--- src/rtl/hazard_sequencer.sv ---
// hazard_sequencer
// ----------------
// Hazard and stall sequencer for the 5-stage pipeline. Each cycle it decides
// whether to hold the whole pipe (slow data memory, or a timed-out memory
// error), flush the front end (taken branch), or freeze IF and insert a
// bubble into ID/EXE (read-after-write hazard). It also owns the
// forwarding-unit enable, a memory-wait watchdog and saturating counters.
//
// Ports
//   clk, rst_n               clock (rising edge), asynchronous active-low reset
//   fwd_mode                 requested forwarding mode (1 forward, 0 interlock)
//   id_src1, id_src2         ID-stage source registers
//   id_two_src               id_src2 is a real operand
//   exe_dest, exe_wb_en      EXE-stage destination and write-back enable
//   exe_mem_r_en             EXE holds a load
//   mem_dest, mem_wb_en      MEM-stage destination and write-back enable
//   mem_req, mem_ready       MEM access request / acknowledge
//   branch_taken             EXE resolved a taken branch
//   freeze_if, bubble_id     hold PC/IF-ID, load NOP into ID/EXE
//   flush                    clear IF/ID and ID/EXE
//   stall_all                hold every pipeline register
//   fwd_enable               enable to the forwarding unit
//   state                    0 RUN, 1 MEM_WAIT, 2 ERROR
//   mem_timeout              sticky memory-timeout flag
//   stall_cycles             saturating count of stall/bubble cycles
//   flush_count              saturating count of flush cycles
module hazard_sequencer #(
    parameter int   MEM_TIMEOUT = 64,
    parameter logic FWD_RESET   = 1'b1
) (
    input  logic        clk,
    input  logic        rst_n,
    input  logic        fwd_mode,
    input  logic [3:0]  id_src1,
    input  logic [3:0]  id_src2,
    input  logic        id_two_src,
    input  logic [3:0]  exe_dest,
    input  logic        exe_wb_en,
    input  logic        exe_mem_r_en,
    input  logic [3:0]  mem_dest,
    input  logic        mem_wb_en,
    input  logic        mem_req,
    input  logic        mem_ready,
    input  logic        branch_taken,
    output logic        freeze_if,
    output logic        bubble_id,
    output logic        flush,
    output logic        stall_all,
    output logic        fwd_enable,
    output logic [1:0]  state,
    output logic        mem_timeout,
    output logic [15:0] stall_cycles,
    output logic [7:0]  flush_count
);

    localparam int WCW = $clog2(MEM_TIMEOUT) + 1;

    typedef enum logic [1:0] {
        RUN      = 2'd0,
        MEM_WAIT = 2'd1,
        ERROR    = 2'd2
    } state_t;

    state_t         state_reg;
    state_t         state_next;
    logic [WCW-1:0] wait_cnt_reg;
    logic           fwd_enable_reg;
    logic           mem_timeout_reg;
    logic           raw_exe;
    logic           raw_mem;
    logic           hazard;
    logic           mem_blocked;

    function automatic logic hit(input logic [3:0] d);
        return (id_src1 == d) || (id_two_src && (id_src2 == d));
    endfunction

    assign raw_exe     = exe_wb_en && hit(exe_dest);
    assign raw_mem     = mem_wb_en && hit(mem_dest);
    // With forwarding only a load in EXE cannot be bypassed; without it any
    // in-flight producer in EXE or MEM must be waited out.
    assign hazard      = fwd_enable_reg ? (raw_exe && exe_mem_r_en) : (raw_exe || raw_mem);
    assign mem_blocked = mem_req && !mem_ready;

    // State register
    always_ff @(posedge clk or negedge rst_n) begin
        if (!rst_n) begin
            state_reg <= RUN;
        end else begin
            state_reg <= state_next;
        end
    end

    // Next-state logic
    always_comb begin
        state_next = state_reg;
        case (state_reg)
            RUN: begin
                if (mem_blocked) state_next = MEM_WAIT;
            end
            MEM_WAIT: begin
                if (mem_ready) begin
                    state_next = RUN;
                end else if (wait_cnt_reg == WCW'(MEM_TIMEOUT - 1)) begin
                    state_next = ERROR;
                end
            end
            ERROR:   state_next = ERROR;
            default: state_next = RUN;
        endcase
    end

    // Output logic: stall_all beats flush beats hazard. All control strobes
    // are forced low while reset is asserted.
    always_comb begin
        stall_all = 1'b0;
        flush     = 1'b0;
        freeze_if = 1'b0;
        bubble_id = 1'b0;
        if (rst_n) begin
            if ((state_reg == ERROR) || mem_blocked) begin
                stall_all = 1'b1;
            end else if (branch_taken) begin
                flush = 1'b1;
            end else if (hazard) begin
                freeze_if = 1'b1;
                bubble_id = 1'b1;
            end
        end
    end

    // Watchdog: counts MEM_WAIT cycles without an acknowledge.
    always_ff @(posedge clk or negedge rst_n) begin
        if (!rst_n) begin
            wait_cnt_reg <= '0;
        end else if (state_reg == RUN) begin
            wait_cnt_reg <= '0;
        end else if ((state_reg == MEM_WAIT) && !mem_ready) begin
            wait_cnt_reg <= wait_cnt_reg + WCW'(1);
        end
    end

    // Forwarding mode changes only on a quiet cycle so an in-flight hazard
    // decision is never re-evaluated under a different rule mid-stall.
    always_ff @(posedge clk or negedge rst_n) begin
        if (!rst_n) begin
            fwd_enable_reg <= FWD_RESET;
        end else if (!stall_all && !hazard) begin
            fwd_enable_reg <= fwd_mode;
        end
    end

    always_ff @(posedge clk or negedge rst_n) begin
        if (!rst_n) begin
            mem_timeout_reg <= 1'b0;
        end else if (state_next == ERROR) begin
            mem_timeout_reg <= 1'b1;
        end
    end

    always_ff @(posedge clk or negedge rst_n) begin
        if (!rst_n) begin
            stall_cycles <= '0;
            flush_count  <= '0;
        end else begin
            if ((stall_all || bubble_id) && (stall_cycles != 16'hFFFF)) begin
                stall_cycles <= stall_cycles + 16'd1;
            end
            if (flush && (flush_count != 8'hFF)) begin
                flush_count <= flush_count + 8'd1;
            end
        end
    end

    assign state       = state_reg;
    assign fwd_enable  = fwd_enable_reg;
    assign mem_timeout = mem_timeout_reg;

endmodule

--- config.mk ---
export PLATFORM = sky130hd
export DESIGN_NAME = hazard_sequencer
export DESIGN_NICKNAME = d
export VERILOG_FILES = /design/src/rtl/hazard_sequencer.sv
export SDC_FILE = /design/constraint.sdc
export NUM_CORES = 1
export LEC_CHECK = 0
export CAP_MARGIN = 40
export CORE_ASPECT_RATIO = 0.9
export CORE_MARGIN = 2
export CORE_UTILIZATION = 45
export DETAILED_ROUTE_END_ITERATION = 16
export HOLD_SLACK_MARGIN = 0.15
export PLACE_DENSITY = 0.77
export SLEW_MARGIN = 15
export SYNTH_ARGS = -nofsm -noshare
export SYNTH_HDL_FRONTEND = slang
export SYNTH_SLANG_ARGS = --single-unit
export TNS_END_PERCENT = 30
--- constraint.sdc ---
create_clock -name clk -period 3 [get_ports clk]
set_clock_uncertainty 0.15 [all_clocks]
set_input_delay 0.3 -clock clk [delete_from_list [all_inputs] [get_ports clk]]
set_output_delay 0.3 -clock clk [all_outputs]
set_load 0.01 [all_outputs]
Yosys cells after proc, flatten, opt, wreduce, memory -nomap -nowiden:

Cells that the tools add are included.

* register bits after elaboration: 35
* input port bits: 26
* output and inout port bits: 32

* $add $sub $neg: 3
* equality and inequality tests: 10
* mux-type cells: 16
* reduce and logical (&&, ||, !) cells: 20

Operator list (count)
* 16-bit by 1-bit adder with 16-bit output (second input constant): 1
* 4-bit == test: 4
* 16-bit inequality test (second input constant): 1
* 7-bit 2-to-1 mux: 2
* 1-bit logical AND: 10
* 1-bit 2-to-1 mux: 10
* 8-bit by 1-bit adder with 8-bit output (second input constant): 1
* 8-bit inequality test (second input constant): 1
* 7-bit by 1-bit adder with 7-bit output (second input constant): 1
* 7-bit by 6-bit == test with 1-bit output (second input constant): 1
* 2-bit 2-to-1 mux: 3
* 2-bit case mux with 3 select lines: 1
* 1-bit logical OR: 5
* 2-bit == test (second input constant): 2
* 1-bit zero test: 3
* 2-bit by 1-bit == test with 1-bit output (second input constant): 1
* 2-bit zero test: 1
* 2-bit nonzero test: 1

Logic depth before layout (Yosys ltp):

* depth after elaboration: 12
* mapped depth: 9
* depth with buffers taken out: 8

Worst setup path after synthesis:

OpenSTA, ideal clock, no wires.

* path type: flip-flop to flip-flop
* start point: register fwd_enable_reg (netlist: fwd_enable)
* end point: register stall_cycles[13]
* data arrival time: 1860 ps
* required time: 2725 ps
* slack: 866 ps
* cell stages (with the launch flop): 9
* buffers on the path: 0
* clock period less this slack: 2134 ps
* cells stage by stage: dfstp_2 inv_1 o21ai_0 nor3_1 a41o_1 o21bai_1 nand2_1 nand4_1 mux2_2

* longest elaborated chain between the ends: 7

RTL lines
* start: declaration: RTL line 67 `logic fwd_enable_reg;`
* start signal: assignment: RTL line 149 `fwd_enable_reg <= fwd_mode;`
* 1-bit 2-to-1 mux: RTL line 82 `assign hazard = fwd_enable_reg ? (raw_exe && exe_mem_r_en) : (raw_exe || raw_mem);`
* 1-bit 2-to-1 mux: RTL line 125 `end else if (hazard) begin`
* 1-bit 2-to-1 mux: RTL line 123 `end else if (branch_taken) begin`
* 1-bit 2-to-1 mux: RTL line 121 `if ((state_reg == ERROR) || mem_blocked) begin`
* 1-bit 2-to-1 mux: RTL line 120 `if (rst_n) begin`
* 1-bit logical OR: RTL line 166 `if ((stall_all || bubble_id) && (stall_cycles != 16'hFFFF)) begin`
* 1-bit logical AND: RTL line 166
* end signal: assignment: RTL line 167 `stall_cycles <= stall_cycles + 16'd1;`
* end: declaration: RTL line 52 `output logic [15:0] stall_cycles,`

No other way between the ends.
A chain may end at the register's enable or synchronous reset.

Worst setup path in the final report:

* start point: register fwd_enable_reg (netlist: fwd_enable)
* end point: output port bubble_id

* longest elaborated chain between the ends: 5

RTL lines
* 1-bit 2-to-1 mux: RTL line 82
* 1-bit 2-to-1 mux: RTL line 125
* 1-bit 2-to-1 mux: RTL line 123
* 1-bit 2-to-1 mux: RTL line 121
* 1-bit 2-to-1 mux: RTL line 120
* end: declaration: RTL line 46 `output logic bubble_id,`

No other way between the ends.

==> flow_results.xml <==
<?xml version="1.0" encoding="UTF-8"?>
<metrics>
  <group name="clocking">
    <metric name="cts_buffer_depth" unit="">2</metric>
    <metric name="cts_made_buffers" unit="">5</metric>
    <metric name="worst_setup_hold_path_clk_slew" unit="ps">70</metric>
    <metric name="htree_levels" unit="">2</metric>
    <metric name="insertion_delay" unit="ps">280</metric>
    <metric name="cts_tree" unit="">done</metric>
    <metric name="cts_root_buffer" unit="">clkbuf_8</metric>
    <metric name="post_cts.repair.setup_buffers" unit="">0</metric>
    <metric name="clock_tree_sinks" unit="">35</metric>
  </group>
  <group name="layout">
    <metric name="finish.cell_count_without_fillers" unit="">292</metric>
    <metric name="ff_latch_area" unit="um2">877.1</metric>
    <metric name="n_antenna_cell" unit="">0</metric>
    <metric name="layout.cell_area.non_filler" unit="um2">2591</metric>
    <metric name="n_fill_cell" unit="">346</metric>
    <metric name="fin_util" unit="">0.6361</metric>
    <metric name="area.growth.synth_to_final" unit="%">36.79</metric>
    <metric name="nets" unit="">272</metric>
    <metric name="multi_input_area" unit="um2">972.2</metric>
    <metric name="post_route_cells_drive_above_1_share" unit="">0.09016</metric>
    <metric name="largest_register_ff_count" unit="">16</metric>
  </group>
  <group name="outcome">
    <metric name="status" unit="">finished, final reports clean</metric>
  </group>
  <group name="sta">
    <metric name="timing.final.ws_setup" unit="ps">245.8</metric>
    <metric name="fmax" unit="MHz">363.1</metric>
    <metric name="report.final.setup_viol" unit="">0</metric>
    <metric name="hold_violations" unit="">0</metric>
    <metric name="max_slew.worst_pin.slew" unit="ps">413.0</metric>
    <metric name="finalMaxSlewViolations" unit="">0</metric>
    <metric name="tns" unit="ps">0</metric>
    <metric name="finalWorstPathRequiredPeriod" unit="ps">2754</metric>
    <metric name="maxSlewHeadroom" unit="">0.7236</metric>
    <metric name="grt_setup_unrepaired" unit="">false</metric>
    <metric name="finalHoldWorstSlack" unit="ps">275.9</metric>
    <metric name="layout_worst_path_cycle_share" unit="">0.9181</metric>
  </group>
  <group name="global_routing">
    <metric name="grt.total_usage" unit="">0.1914</metric>
    <metric name="grt_pass1_wl" unit="um">6975</metric>
    <metric name="first_global_vias" unit="">1479</metric>
    <metric name="antenna_found_initial" unit="">0</metric>
    <metric name="grt_remaining_overflow" unit="">0</metric>
    <metric name="grt_start_max_net_pins" unit="">19</metric>
  </group>
  <group name="routing">
    <metric name="route.vias.total" unit="">1520</metric>
    <metric name="drt_iter0_markers" unit="">50</metric>
    <metric name="route.detailed.wl_per_inst" unit="um">14.38</metric>
    <metric name="routed_wire_length" unit="um">4200</metric>
    <metric name="drc" unit="">0</metric>
    <metric name="ant_nets" unit="">0</metric>
    <metric name="drt_pass1_iterations" unit="">4</metric>
    <metric name="post_drt_via_cell_ratio" unit="">5.205</metric>
  </group>
  <group name="yosys">
    <metric name="mapped_cell_area" unit="um2">1894</metric>
    <metric name="postSynthRegisterBits" unit="">35</metric>
    <metric name="syn-num-nets" unit="">210</metric>
    <metric name="flip_flop_cell_with_the_highest_count_after_synthesis" unit="">dfrtp_1</metric>
    <metric name="synthArstFlopShare" unit="">1.000</metric>
    <metric name="synth_top_cells_by_count" unit="">dfrtp_1 (34), xnor2_1 (26), nand2_1 (17)</metric>
    <metric name="seq_total_area_yosys" unit="">0.4630</metric>
    <metric name="post_synth_inst_count" unit="">181</metric>
    <metric name="synthDominantAreaCellType" unit="">dfrtp_1</metric>
    <metric name="synth_cell_type_count" unit="">34</metric>
    <metric name="syn-mean-instance-area" unit="um2">10.47</metric>
    <metric name="post_synth_main_area_contributors" unit="">dfrtp_1 (45%), xnor2_1 (12%), xor2_1 (4.6%)</metric>
    <metric name="synth_warnings" unit="">0</metric>
    <metric name="netlist.area_leader.share" unit="">0.4491</metric>
    <metric name="synth_edf_count" unit="">0</metric>
    <metric name="yosys.cell_count.top_type" unit="">dfrtp_1</metric>
  </group>
  <group name="worst_setup_path">
    <metric name="cp-start-kind" unit="">flop</metric>
    <metric name="setup.worst_path.class" unit="">flop to primary output</metric>
    <metric name="endpoint_kind" unit="">primary output</metric>
    <metric name="worst-endpoint-required" unit="ps">2550</metric>
    <metric name="arrival_time_of_data_at_the_critical_path_endpoint" unit="ps">2300</metric>
    <metric name="critPathMaxFanout" unit="">4</metric>
  </group>
  <group name="job">
    <metric name="cap_violations" unit="">0</metric>
  </group>
  <group name="placement">
    <metric name="post-place-ws" unit="ps">247.0</metric>
    <metric name="io_buffers" unit="">57</metric>
    <metric name="dp_hpwl" unit="um">3192</metric>
    <metric name="post-place-cells" unit="">283</metric>
    <metric name="gpl.final_weighted_congestion" unit="">0.8679</metric>
    <metric name="dpl_cell_area" unit="um2">2497</metric>
  </group>
  <group name="power_and_ir_drop">
    <metric name="total_power" unit="mW">1.327</metric>
    <metric name="worst_ir_drop_vdd" unit="V">0.0003941</metric>
    <metric name="total_leakage_power" unit="nW">1.099</metric>
    <metric name="power.density" unit="nW/um2">512.2</metric>
  </group>
  <group name="floorplan">
    <metric name="die_h" unit="um">65.55</metric>
    <metric name="top_level_ports" unit="">58</metric>
    <metric name="floorplan.die_area" unit="um2">4745</metric>
    <metric name="starting_density_of_the_core" unit="">0.4650</metric>
    <metric name="die_width" unit="um">72.39</metric>
    <metric name="fp-row-count" unit="">22</metric>
    <metric name="core_region_area" unit="um2">4074</metric>
  </group>
  <group name="min_path">
    <metric name="min-delay-path-class" unit="">primary input to async pin</metric>
  </group>
</metrics>
[path summary, 6_finish.rpt]
| path | start | end | slack (ps) | cells after the start |
|---|---|---|---|---|
| setup / recovery | fwd_enable | bubble_id | 250 | 7 |
| hold / removal | rst_n | stall_cycles[13] | 280 | 2 |
| setup reg to reg | stall_cycles[7] | stall_cycles[1] | 740 | 7 |
| hold reg to reg | mem_timeout | mem_timeout | 340 | 1 |
| max in group asynchronous | rst_n | stall_cycles[11] | 1910 | 3 |
| min in group clk | mem_timeout | mem_timeout | 340 | 1 |
[power by group]
group,switching (mW),internal (mW)
Clock,0.155,0.165
Combinational,0.149,0.228
Sequential,0.0901,0.541
[area by class of cell]
class                           count  share of cell area
Sequential cell                    35              0.3385
Inverter                            3            0.004346
Multi-Input combinational cell    138              0.3752
Timing Repair Buffer               60              0.2279
Clock buffer                        8             0.03090
Tap cell                           48             0.02318
[worst max-delay path: stages, from the launching register on]
cell and delay (ps):
dfstp_2 550, inv_1 40, o21ai_0 250, nor3_1 100, a41o_1 240, o21bai_2 240, nor2_1 120, clkdlybuf4s50_1 490
[cell families after synthesis]
kind of cell,count (synthesis),share of synthesized area
mux,6,0.03500
flops,35,0.4630
xor+xnor,36,0.1664
fa+ha+maj,3,0.01982
buf+inv,8,0.02576
compound gates,23,0.09181
simple gates,70,0.1982
[metal layers]
metal,routed length (um),share of wire,global-route usage,up-vias
li1,-,-,-,764
met1,2014,0.48,0.2507,705
met2,1854,0.44,0.3085,47
met3,286,0.068,0.05215,4
met4,44,0.010,0.06019,0
met5,0,0,0,-
[timing repair]
| item | CTS | global route |
|---|---|---|
| resized for setup | 0 | 1 |
| endpoints found under the setup margin | 0 | 2 |
| hold endpoints to repair | 35 | 0 |
| hold buffers | 1 | 0 |
[cell usage in the layout, fill, tap and decap left out, types with 2 or more instances in the layout]
cell type,count
a21boi_0,2
a21o_1,2
a22o_1,3
and3_1,10
buf_4,2
clkbuf_1,3
clkbuf_8,5
clkdlybuf4s50_1,56
dfrtp_1,34
ha_1,3
inv_1,3
mux2_2,5
nand2_1,17
nand2b_1,3
nand3_1,9
nand4_1,12
nor2_1,5
nor2b_1,2
nor3_1,5
o21ai_0,10
o31ai_1,2
or2_2,2
xnor2_1,26
xor2_1,10
Power figures use the tool's default switching activity.
